[config.mk]
export PLATFORM = sky130hd
export DESIGN_NAME = button_conditioner
export DESIGN_NICKNAME = d
export VERILOG_FILES = /design/src/rtl/button_conditioner.sv
export SDC_FILE = /design/constraint.sdc
export NUM_CORES = 1
export LEC_CHECK = 0
export BUFFER_PORTS_ARGS = -buffer_cell sky130_fd_sc_hd__buf_2
export CORE_ASPECT_RATIO = 0.8
export CORE_MARGIN = 5
export CORE_UTILIZATION = 36
export DETAILED_ROUTE_END_ITERATION = 10
export GPL_ROUTABILITY_DRIVEN = 0
export PLACE_DENSITY = 0.52
export SYNTH_ARGS = -nofsm -noshare
export SYNTH_HDL_FRONTEND = slang
export SYNTH_SLANG_ARGS = --single-unit
[constraint.sdc]
create_clock -name clk_50 -period 3.49 [get_ports clk_50]
set_input_delay 0.5235 -clock clk_50 [delete_from_list [all_inputs] [get_ports clk_50]]
set_output_delay 0.5235 -clock clk_50 [all_outputs]
set_load 0.01 [all_outputs]
[src/rtl/button_conditioner.sv]
// button_conditioner: synchronises, debounces and auto-repeats the four game
// push-buttons. Each button yields a clean debounced level and a one-cycle
// move pulse: one on the press and, for repeat-enabled buttons, periodic
// pulses while the button stays held.
module button_conditioner #(
  parameter int               N_BTN         = 4,
  parameter int               DEBOUNCE_CYC  = 1_000_000,
  parameter int               REPEAT_DELAY  = 20_000_000,
  parameter int               REPEAT_PERIOD = 5_000_000,
  parameter logic [N_BTN-1:0] REPEAT_MASK   = 4'b0111,
  parameter int               CNT_W         = 25
) (
  input  logic             clk_50,
  input  logic             reset,
  input  logic [N_BTN-1:0] btn_raw,
  input  logic             enable,
  output logic [N_BTN-1:0] btn_level,
  output logic [N_BTN-1:0] btn_pulse
);

  localparam logic [CNT_W-1:0] DB_LAST  = CNT_W'(DEBOUNCE_CYC - 1);
  localparam logic [CNT_W-1:0] RD_LAST  = CNT_W'(REPEAT_DELAY - 1);
  localparam logic [CNT_W-1:0] RP_LAST  = CNT_W'(REPEAT_PERIOD - 1);
  localparam logic [CNT_W-1:0] CNT_ONE  = CNT_W'(1);

  typedef enum logic [1:0] {
    IDLE   = 2'd0,
    DELAY  = 2'd1,
    REPEAT = 2'd2,
    HELD   = 2'd3
  } rep_state_t;

  logic [N_BTN-1:0] sync_meta;
  logic [N_BTN-1:0] sync_q;

  // Two-flop synchroniser bringing the asynchronous key levels into clk_50.
  // NOTE: sequential state uses non-blocking (<=) so every flop samples the
  // pre-edge values; blocking here would collapse the two stages into one.
  always_ff @(posedge clk_50) begin
    if (reset) begin
      sync_meta <= '0;
      sync_q    <= '0;
    end else begin
      sync_meta <= btn_raw;
      sync_q    <= sync_meta;
    end
  end

  for (genvar i = 0; i < N_BTN; i++) begin : g_btn
    logic [CNT_W-1:0] db_cnt;
    logic             level_q;
    logic             level_next;
    logic [CNT_W-1:0] rep_cnt;
    rep_state_t       state;
    logic             pulse_q;

    // Debounced level this edge will commit; the repeat FSM looks at it so
    // the press pulse coincides with the level rising and a release beats a
    // repeat pulse due in the same cycle.
    // NOTE: the default assignment first keeps this block free of latches.
    always_comb begin
      level_next = level_q;
      if ((sync_q[i] != level_q) && (db_cnt == DB_LAST)) begin
        level_next = sync_q[i];
      end
    end

    // Debounce counter: counts consecutive disagreeing cycles, any bounce
    // back to the current level restarts it.
    always_ff @(posedge clk_50) begin
      if (reset) begin
        db_cnt  <= '0;
        level_q <= 1'b0;
      end else if (sync_q[i] == level_q) begin
        db_cnt  <= '0;
      end else if (db_cnt == DB_LAST) begin
        db_cnt  <= '0;
        level_q <= sync_q[i];
      end else begin
        db_cnt  <= db_cnt + CNT_ONE;
      end
    end

    // Press / auto-repeat FSM with a registered pulse output; pausing
    // forces it idle so a button held across resume needs a fresh press.
    always_ff @(posedge clk_50) begin
      if (reset) begin
        state   <= IDLE;
        rep_cnt <= '0;
        pulse_q <= 1'b0;
      end else begin
        pulse_q <= 1'b0;
        if (!enable) begin
          state   <= IDLE;
          rep_cnt <= '0;
        end else begin
          case (state)
            IDLE: begin
              if (level_next && !level_q) begin
                pulse_q <= 1'b1;
                rep_cnt <= '0;
                state   <= REPEAT_MASK[i] ? DELAY : HELD;
              end
            end
            DELAY: begin
              if (!level_next) begin
                state <= IDLE;
              end else if (rep_cnt == RD_LAST) begin
                pulse_q <= 1'b1;
                rep_cnt <= '0;
                state   <= REPEAT;
              end else begin
                rep_cnt <= rep_cnt + CNT_ONE;
              end
            end
            REPEAT: begin
              if (!level_next) begin
                state <= IDLE;
              end else if (rep_cnt == RP_LAST) begin
                pulse_q <= 1'b1;
                rep_cnt <= '0;
              end else begin
                rep_cnt <= rep_cnt + CNT_ONE;
              end
            end
            HELD: begin
              if (!level_next) begin
                state <= IDLE;
              end
            end
            default: state <= IDLE;
          endcase
        end
      end
    end

    assign btn_level[i] = level_q;
    assign btn_pulse[i] = pulse_q;
  end

endmodule

==> impl_metrics.tcl, run 1 <==
set metrics [dict create \
    synthesis.nets 1549 \
    insertion_delay_ns 0.57 \
    hold_buffers 0 \
    wl_per_cell_um 15.2 \
    post-route-util_pct 40.8 \
    maxCapViolCount 0 \
    placement_rows 60 \
    pre_cts_ws_ns 0.537 \
    vdd_ir_drop_max_v 0.000310 \
    cts_root_buf "clkbuf_16" \
    stdcell_area_um2 13700 \
    wl_mm 29.7 \
    drive_gt1_share_pct 8.26 \
    clock_sinks 224 \
    grt_start_max_net_pins 69 \
    via_count 10800 \
    ys_warn_count 0 \
    pin_count 15 \
    rsz0062_at_grt "no" \
    drt_first_pass_iters 5 \
    cp-end-kind "flip-flop" \
    fin_worst_skew_ns 0.0292 \
    die_y_um 174 \
    finalPower_mw 5.89 \
    p_leak_nw 4.29 \
    cts_resized 0 \
    pwr-share-comb_pct 1.4 \
    first_iter_violations 892 \
    cp_max_fo 14 \
    async_reset_ff_share_pct 0 \
    power.density_nw_per_um2 431 \
    clockBufferDepth 3 \
    slew_headroom_pct 30.4 \
    fillerInstances 3422 \
    synth-edff-count 0 \
    switching_share_pct 20.9 \
    status "complete, no violations" \
    avgSynthCellArea_um2 8.03 \
    layout_min_cycle_time_ns 3.02 \
    globalRouteTotalUtil_pct 15.4 \
    ys_seq_area_share_pct 36.9 \
    syn2layout_area_growth_pct 12.5 \
    synth_flop_cell "dfxtp_1" \
    final_nets 1531 \
    syn-cell-area_um2 12100 \
    cp.arrival_ns 3.42 \
    place_inst 1899 \
    clk_pin_slew_worst_paths_ns 0.06 \
    setup_violations 0 \
    p_sw_mw 1.23 \
    io_buffers 14 \
    dpl.hpwl_mm 19.3 \
    antenna_left 0 \
    antennaDiodeCount 0 \
    overflow 0 \
    die_area_um2 37500 \
    crit_type "flip-flop to flip-flop" \
    cts_setup_buffers 0 \
    via_per_inst 5.56 \
    fin_ws_ns 0.470 \
    ys_seq_elements 224 \
    die_width_um 215 \
    htree_levels 1 \
    first_global_vias 10000 \
    core-area_um2 33500 \
    start_util_pct 36.3 \
    numCtsBuffers 27 \
    period_share_pct 86.5 \
    hold_class "input pin to flip-flop" \
    antenna_found_initial 0 \
    cts_tree "done" \
    critPathRequiredTime_ns 3.89 \
    drc_errors 0 \
    placed_area_um2 12600 \
    internal_power_mw 4.66 \
    fmax_mhz 331 \
    worst_pin_slew_ns 1.04 \
    slew_viol_final 0 \
    finalSetupTns_ns 0 \
    hold_viol_final 0 \
    yosys.cell_types.count 67 \
    cp-start-kind "flip-flop" \
    whs_ns 0.165 \
    syn_inst 1512 \
    stdcell_count 1948 \
    grt_pass1_wl_mm 51.0 \
    p_seq_share_pct 43.6 \
    p_clk_share_pct 55.0 \
]
-- critical path, stage by stage, from the launching register on --
cell and delay [ns]:
dfxtp_1 0.40, ha_1 0.23, nand3_1 0.16, or3_1 0.52, o31ai_1 0.48, a21boi_2 0.30
o21ai_1 0.62, o22ai_1 0.15
-- cells in the mapped netlist (all sizes together) (16+ instances only) --
| library cell | instances | area share (%) |
|---|---|---|
| xor2 | 50 | 3.6 |
| o22ai | 62 | 3.2 |
| and2 | 19 | 1.0 |
| ha | 30 | 3.1 |
| dfxtp | 224 | 37 |
| nor2b | 17 | 0.88 |
| nand2 | 168 | 5.3 |
| nor3 | 47 | 1.9 |
| o21ai | 21 | 0.87 |
| buf | 16 | 0.87 |
| xnor2 | 39 | 2.8 |
| or2 | 19 | 0.98 |
| nand4 | 55 | 2.8 |
| and3 | 27 | 1.4 |
| and4 | 16 | 1.2 |
| nor2 | 136 | 4.2 |
| inv | 37 | 1.1 |
| nor4 | 25 | 1.4 |
| a21oi | 62 | 2.6 |
| clkbuf | 68 | 2.1 |
| or4 | 18 | 1.1 |
| nand3 | 96 | 4.0 |
| or3 | 73 | 3.8 |
| a22oi | 29 | 1.8 |
-- worst paths after layout --
path	end	cells after the start	slack, ns	startpoint
setup / recovery	g_btn[2].rep_cnt[23]$_SDFFE_PP0P_	7	0.47	g_btn[2].rep_cnt[0]$_SDFFE_PP0P_
hold reg to reg	sync_q[1]$_SDFF_PP0_	1	0.43	sync_meta[1]$_SDFF_PP0_
setup reg to reg	g_btn[2].rep_cnt[23]$_SDFFE_PP0P_	7	0.47	g_btn[2].rep_cnt[0]$_SDFFE_PP0P_
hold / removal	sync_meta[3]$_SDFF_PP0_	2	0.17	btn_raw[3]
-- layout by cell type, fill, tap and decap left out, drive strengths merged, types with 7 or more instances in the layout --
cell type,count
dfxtp,224
nand2,168
nor2,136
nand3,96
or3,73
o22ai,62
a21oi,62
nand4,55
xor2,50
nor3,47
xnor2,39
inv,38
buf,37
clkbuf,32
ha,30
a22oi,29
and3,27
nor4,25
o21ai,21
or2,19
and2,19
or4,18
nor2b,17
and4,16
nor4b,15
a32o,13
a22o,12
o31ai,11
nand2b,10
nand4b,9
o211ai,9
mux2i,8
bufinv,8
or4b,8
a21boi,7
-- power by group through the flow --
stage / Combinational (mW) / Sequential [mW] / Clock [mW]
floorplan: 0.0516 / 2.62 / 0
global placement: 0.0859 / 2.62 / 0
detailed placement: 0.0858 / 2.62 / 0
CTS: 0.0861 / 2.57 / 3.37
global route: 0.0936 / 2.57 / 3.46
finish: 0.0845 / 2.57 / 3.24
-- cells by family (layout without fill, tap and decap cells) --
kind of cell / after synthesis / in the layout / share of synthesized area [%]
AND/OR/NAND/NOR: 776 / 776 / 34.1
AO/OA/AOI/OAI: 262 / 262 / 14.5
flip-flops: 224 / 224 / 36.9
buffers and inverters: 121 / 123 / 4.11
XOR/XNOR: 89 / 89 / 6.42
adder cells (fa/ha/maj): 30 / 30 / 3.09
multiplexers: 10 / 10 / 0.845
-- area by class of cell --
| class | instances | area [µm²] | area share [%] |
|---|---|---|---|
| Clock buffer | 32 | 724 | 5.31 |
| Clock inverter | 17 | 305 | 2.24 |
| Inverter | 37 | 139 | 1.02 |
| Multi-Input combinational cell | 1167 | 7190 | 52.7 |
| Sequential cell | 224 | 4480 | 32.8 |
| Tap cell | 434 | 543 | 3.98 |
| Timing Repair Buffer | 37 | 268 | 1.96 |
-- state kept, by name, summed over array words and instances, names as in the netlist --
name and cells:
g_btn.level_q 4, g_btn.pulse_q 4, sync_meta 4, sync_q 4
g_btn.rep_cnt 100, g_btn.state 8, g_btn.db_cnt 100
-- layer usage --
layer  part of all wire [%]  GRT usage (%)  vias to the layer above
met5                      0              0                        -
met4                    1.9           3.33                        0
met3                    3.9           2.52                       39
met2                     42           23.1                      174
met1                     52           23.3                     5118
li1                       -              -                     5508
(Power assumes the default switching activity.)
==> run 2, diff against run 1 <==
--- a/config.mk
+++ b/config.mk
@@ -8,10 +8,11 @@
 export BUFFER_PORTS_ARGS = -buffer_cell sky130_fd_sc_hd__buf_2
 export CORE_ASPECT_RATIO = 0.8
 export CORE_MARGIN = 5
-export CORE_UTILIZATION = 36
+export CORE_UTILIZATION = 55
 export DETAILED_ROUTE_END_ITERATION = 10
 export GPL_ROUTABILITY_DRIVEN = 0
-export PLACE_DENSITY = 0.52
+export PLACE_DENSITY = 0.73
+export SLEW_MARGIN = 30
 export SYNTH_ARGS = -nofsm -noshare
 export SYNTH_HDL_FRONTEND = slang
 export SYNTH_SLANG_ARGS = --single-unit
==> run 2 against run 1 <==
- clock skew fell by 0.012 ns
- non-clock buffer count fell by 2
- combinational power fell by 2%
- register-to-register slack improved by 0.06 ns
- fmax rose by 1.9%
- hold slack improved by 0.040 ns
- first-iteration DRC count rose by 12%
- sequential share of layout area rose by 0.81 points
- wire length fell by 5.8%
- cell area fell by 2.4%
- critical endpoint is now g_btn[3].rep_cnt[6]$_SDFFE_PP0P_
- highest routed layer unchanged
==> impl_metrics.tcl, run 2 (same netlist as run 1, synthesis figures left out) <==
set metrics [dict create \
    status "complete, no violations" \
    io_buffers 14 \
    switching_share_pct 20.2 \
    p_clk_share_pct 52.4 \
    clockBufferDepth 3 \
    crit_path_frequent_cell "or4_1" \
    slowest_delay_ns 0.70 \
    grt.busiest_layer "met1" \
    die_y_um 143 \
    wl_mm 28.0 \
    core-area_um2 21600 \
    cp.arrival_ns 3.37 \
    final_cell_mix "224 x dfxtp_1, 167 x nand2_1, 136 x nor2_1" \
    cts_tree "done" \
    antennaDiodeCount 0 \
    drc_errors 0 \
    hold_buffers 0 \
    globalRouteTotalUtil_pct 21.7 \
    htree_levels 1 \
    cp_max_fo 7 \
    first_global_vias 9997 \
    first_iter_violations 1002 \
    power.density_nw_per_um2 417 \
    grt_start_max_net_pins 51 \
    rsz0062_at_grt "no" \
    via_per_inst 6.14 \
    cts_setup_buffers 0 \
    final_common_cell "dfxtp_1" \
    slew_headroom_pct 36.5 \
    finalSetupTns_ns 0 \
    layout_min_cycle_time_ns 2.96 \
    clk_pin_slew_worst_paths_ns 0.06 \
    clock_sinks 224 \
    pin_count 15 \
    p_sw_mw 1.13 \
    antenna_left 0 \
    wl_per_cell_um 15.7 \
    p_leak_nw 4.23 \
    pwr-share-comb_pct 1.5 \
    maxCapViolCount 0 \
    dpl.hpwl_mm 18.2 \
    crit_chain "or4_1 > or4_4 > o2111a_1 > or4_1 > and2_4 > a32o_1" \
    placement_rows 48 \
    hold_class "input pin to flip-flop" \
    worst_pin_slew_ns 0.952 \
    internal_power_mw 4.44 \
    crit_type "flip-flop to flip-flop" \
    critPathRequiredTime_ns 3.89 \
    cts_resized 0 \
    start_util_pct 56.1 \
    antenna_found_initial 0 \
    die_width_um 176 \
    slew_viol_final 0 \
    via_count 11000 \
    period_share_pct 84.9 \
    drt_first_pass_iters 5 \
    syn2layout_area_growth_pct 9.80 \
    die_area_um2 25200 \
    largest_registers "g_btn.db_cnt (100), g_btn.rep_cnt (100), g_btn.state (8)" \
    met3_usage_pct 3.12 \
    cp-start-kind "flip-flop" \
    grt_pass1_wl_mm 47.9 \
    insertion_delay_ns 0.53 \
    cts_root_buf "clkbuf_16" \
    hold_viol_final 0 \
    grt_use_met2_pct 32.7 \
    drive_gt1_share_pct 7.82 \
    finalPower_mw 5.56 \
    overflow 0 \
    cp-end-kind "flip-flop" \
    setup_violations 0 \
    grt_use_met1_pct 32.9 \
    vdd_ir_drop_max_v 0.000352 \
    p_seq_share_pct 46.1 \
    final_nets 1527 \
    fmax_mhz 337 \
    numCtsBuffers 25 \
    fin_worst_skew_ns 0.0174 \
    slowest_stage "or4_1" \
]
run 2: cell count changes in the layout (fill, tap and decap cells not counted), sizes merged:
| cell | previous run | this run |
|---|---|---|
| buf | 37 | 35 |
| bufinv | 8 | 5 |
| clkbuf | 32 | 37 |
| clkinv | 6 | 3 |
| clkinvlp | 2 | 0 |
run 2: routing by layer:
layer  up-vias  wire (µm)
met5         -          0
met4         0        512
met3        44       1580
met2       306      11900
met1      5117      14000
li1       5491          -
run 2: cell type report:
type / instances / area, µm²
Sequential cell: 224 / 4480
Multi-Input combinational cell: 1167 / 7190
Clock inverter: 9 / 178
Tap cell: 275 / 344
Clock buffer: 37 / 751
Inverter: 37 / 139
Timing Repair Buffer: 35 / 240
Fill cell: 1861 / 8290
run 2: power groups by stage:
stage	logic [mW]	registers (mW)	clock network, mW
6_report	0.0831	2.57	2.91
3_5_place_dp	0.0824	2.62	0
3_3_place_gp	0.0820	2.62	0
2_1_floorplan	0.0516	2.62	0
4_1_cts	0.0829	2.57	2.97
5_1_grt	0.0906	2.57	3.08
run 2: critical path: cells and delay by family (launching register included):
kind | cells | cell delay, ns
and+or+nand+nor | 4 | 1.96
AOI/OAI and AO/OA | 2 | 0.52
DFF | 1 | 0.35
run 2: final timing paths:
| check | start | end | slack, ns | depth (start not counted) |
|---|---|---|---|---|
| min | btn_raw[2] | sync_meta[2]$_SDFF_PP0_ | 0.21 | 2 |
| min reg2reg | sync_meta[0]$_SDFF_PP0_ | sync_q[0]$_SDFF_PP0_ | 0.44 | 1 |
| max reg2reg | g_btn[3].db_cnt[20]$_SDFF_PP0_ | g_btn[3].rep_cnt[6]$_SDFFE_PP0P_ | 0.53 | 6 |
| max | g_btn[3].db_cnt[20]$_SDFF_PP0_ | g_btn[3].rep_cnt[6]$_SDFFE_PP0P_ | 0.53 | 6 |
run 2: through the flow:
step	setup slack [ns]	cells	hold slack (ns)	area, µm²	utilization [%]
after floorplan	0.766	1512	0.414	12100	-
after global placement	0.574	1738	0.419	12400	57.3
after detailed placement	0.543	1738	0.426	12400	57.3
after CTS	0.522	1784	0.194	13300	61.6
after global routing	0.405	1784	0.215	13300	61.6
final	0.526	1784	0.205	13300	61.6
==> run 3, diff against run 2 <==
==> constraint.sdc (replaced) <==
create_clock -name clk_50 -period 2.9 [get_ports clk_50]
set_input_delay 0.435 -clock clk_50 [delete_from_list [all_inputs] [get_ports clk_50]]
set_output_delay 0.435 -clock clk_50 [all_outputs]
set_load 0.01 [all_outputs]
==> run 3 against run 2 <==
- worst setup slack got worse by 0.40 ns
- fmax rose by 6.9%
- combinational power rose by 22%
- register-to-register slack got worse by 0.40 ns
- largest cell class unchanged
- sequential power is 20% higher
- first-iteration DRC count rose by 5.0%
- power grew 21%
- critical path type unchanged
- critical endpoint unchanged
- critical path depth unchanged
- cell area up 1.7%
- sequential share of layout area decreased by 0.58 points
- count of clock-buffer cells in the layout down 5
==> impl_metrics.tcl, run 3 (same netlist as run 1, synthesis figures left out) <==
set metrics [dict create \
    status "complete, no violations" \
    cp-end-kind "flip-flop" \
    met3_usage_pct 3.52 \
    final_cell_mix "224 x dfxtp_1, 167 x nand2_1, 136 x nor2_1" \
    power.density_nw_per_um2 496 \
    via_count 11200 \
    grt_use_met1_pct 32.4 \
    finalSetupTns_ns 0 \
    dpl.hpwl_mm 18.6 \
    worst_pin_slew_ns 0.950 \
    grt_start_max_net_pins 64 \
    maxCapViolCount 0 \
    hold_viol_final 0 \
    clk_pin_slew_worst_paths_ns 0.06 \
    cts_setup_buffers 0 \
    grt.busiest_layer "met2" \
    die_y_um 143 \
    insertion_delay_ns 0.52 \
    crit_family "simple AND/OR/NAND/NOR gates" \
    slowest_stage "or4_4" \
    layout_min_cycle_time_ns 2.77 \
    reg2reg_depth 6 \
    crit_buf_inv 0 \
    whs_ns 0.121 \
    slew_viol_final 0 \
    cp.depth 6 \
    critPathRequiredTime_ns 3.30 \
    hold_buffers 0 \
    grt_pass1_wl_mm 48.5 \
    grt_use_met2_pct 34.5 \
    post-route-util_pct 62.7 \
    hold_depth 2 \
    drive_gt1_share_pct 9.65 \
    crit_type "flip-flop to flip-flop" \
    fin_worst_skew_ns 0.0230 \
    die_width_um 176 \
    cts_tree "done" \
    vdd_ir_drop_max_v 0.000394 \
    syn2layout_area_growth_pct 11.7 \
    drt_first_pass_iters 5 \
    overflow 0 \
    p_leak_nw 4.37 \
    start_util_pct 56.1 \
    final_common_cell "dfxtp_1" \
    rsz0062_at_grt "no" \
    clockBufferDepth 3 \
    final_nets 1553 \
    clock_sinks 224 \
    largest_registers "g_btn.db_cnt (100), g_btn.rep_cnt (100), g_btn.state (8)" \
    slowest_delay_ns 0.61 \
    wl_mm 28.1 \
    period_share_pct 95.6 \
    first_global_vias 10100 \
    io_buffers 14 \
    cp_max_fo 5 \
    die_area_um2 25200 \
    htree_levels 1 \
    crit_chain "or4_1 > or4_4 > o2111a_1 > or4_4 > and2_4 > a32o_1" \
    placement_rows 48 \
    cp-start-kind "flip-flop" \
    setup_violations 0 \
    wl_per_cell_um 15.5 \
    core-area_um2 21600 \
    pin_count 15 \
    fmax_mhz 361 \
    cts_root_buf "clkbuf_16" \
    via_per_inst 6.17 \
    numCtsBuffers 25 \
    antennaDiodeCount 0 \
    antenna_found_initial 0 \
    first_iter_violations 1052 \
    drc_errors 0 \
    cp.arrival_ns 3.17 \
    antenna_left 0 \
    slew_headroom_pct 36.5 \
    globalRouteTotalUtil_pct 22.0 \
    hold_class "input pin to flip-flop" \
    crit_path_frequent_cell "or4_4" \
]
-- run 3: worst paths after layout --
kind	startpoint	endpoint	slack (ns)
setup reg to reg	g_btn[3].db_cnt[23]$_SDFF_PP0_	g_btn[3].rep_cnt[6]$_SDFFE_PP0P_	0.13
hold / removal	btn_raw[2]	sync_meta[2]$_SDFF_PP0_	0.12
hold reg to reg	sync_meta[2]$_SDFF_PP0_	sync_q[2]$_SDFF_PP0_	0.44
setup / recovery	g_btn[3].db_cnt[23]$_SDFF_PP0_	g_btn[3].rep_cnt[6]$_SDFFE_PP0P_	0.13
-- run 3: report_power, final --
group / internal, mW / switching [mW]
logic: 0.0254 / 0.0755
registers: 3.08 / 0.00495
clock network: 2.26 / 1.28
total: 5.37 / 1.36
-- run 3: layout make-up --
| type | count | area, µm² |
|---|---|---|
| Fill cell | 1894 | 8060 |
| Sequential cell | 224 | 4480 |
| Clock buffer | 32 | 712 |
| Timing Repair Buffer | 61 | 460 |
| Multi-Input combinational cell | 1167 | 7200 |
| Clock inverter | 13 | 220 |
| Inverter | 37 | 139 |
| Tap cell | 275 | 344 |
-- run 3: per-stage QoR --
stage | setup WS [ns] | instance area [µm²] | cells | power [mW]
2_1_floorplan | 0.176 | 12100 | 1512 | 3.22
3_3_place_gp | 0.0692 | 12600 | 1764 | 3.26
3_5_place_dp | 0.0277 | 12600 | 1764 | 3.26
4_1_cts | 0.00341 | 13600 | 1809 | 6.79
5_1_grt | 0.0260 | 13600 | 1809 | 6.93
6_report | 0.127 | 13600 | 1809 | 6.73
-- run 3: repair_timing --
item	in CTS	in global routing
hold endpoints to repair	0	0
gates resized for setup	0	2
setup endpoints to repair	0	21
-- run 3: layer usage --
| layer | vias up | wire length, µm | part of all wire (%) |
|---|---|---|---|
| li1 | 5549 | - | - |
| met5 | - | 0 | 0 |
| met3 | 28 | 1590 | 5.7 |
| met1 | 5248 | 13900 | 50 |
| met4 | 0 | 321 | 1.1 |
| met2 | 328 | 12200 | 44 |
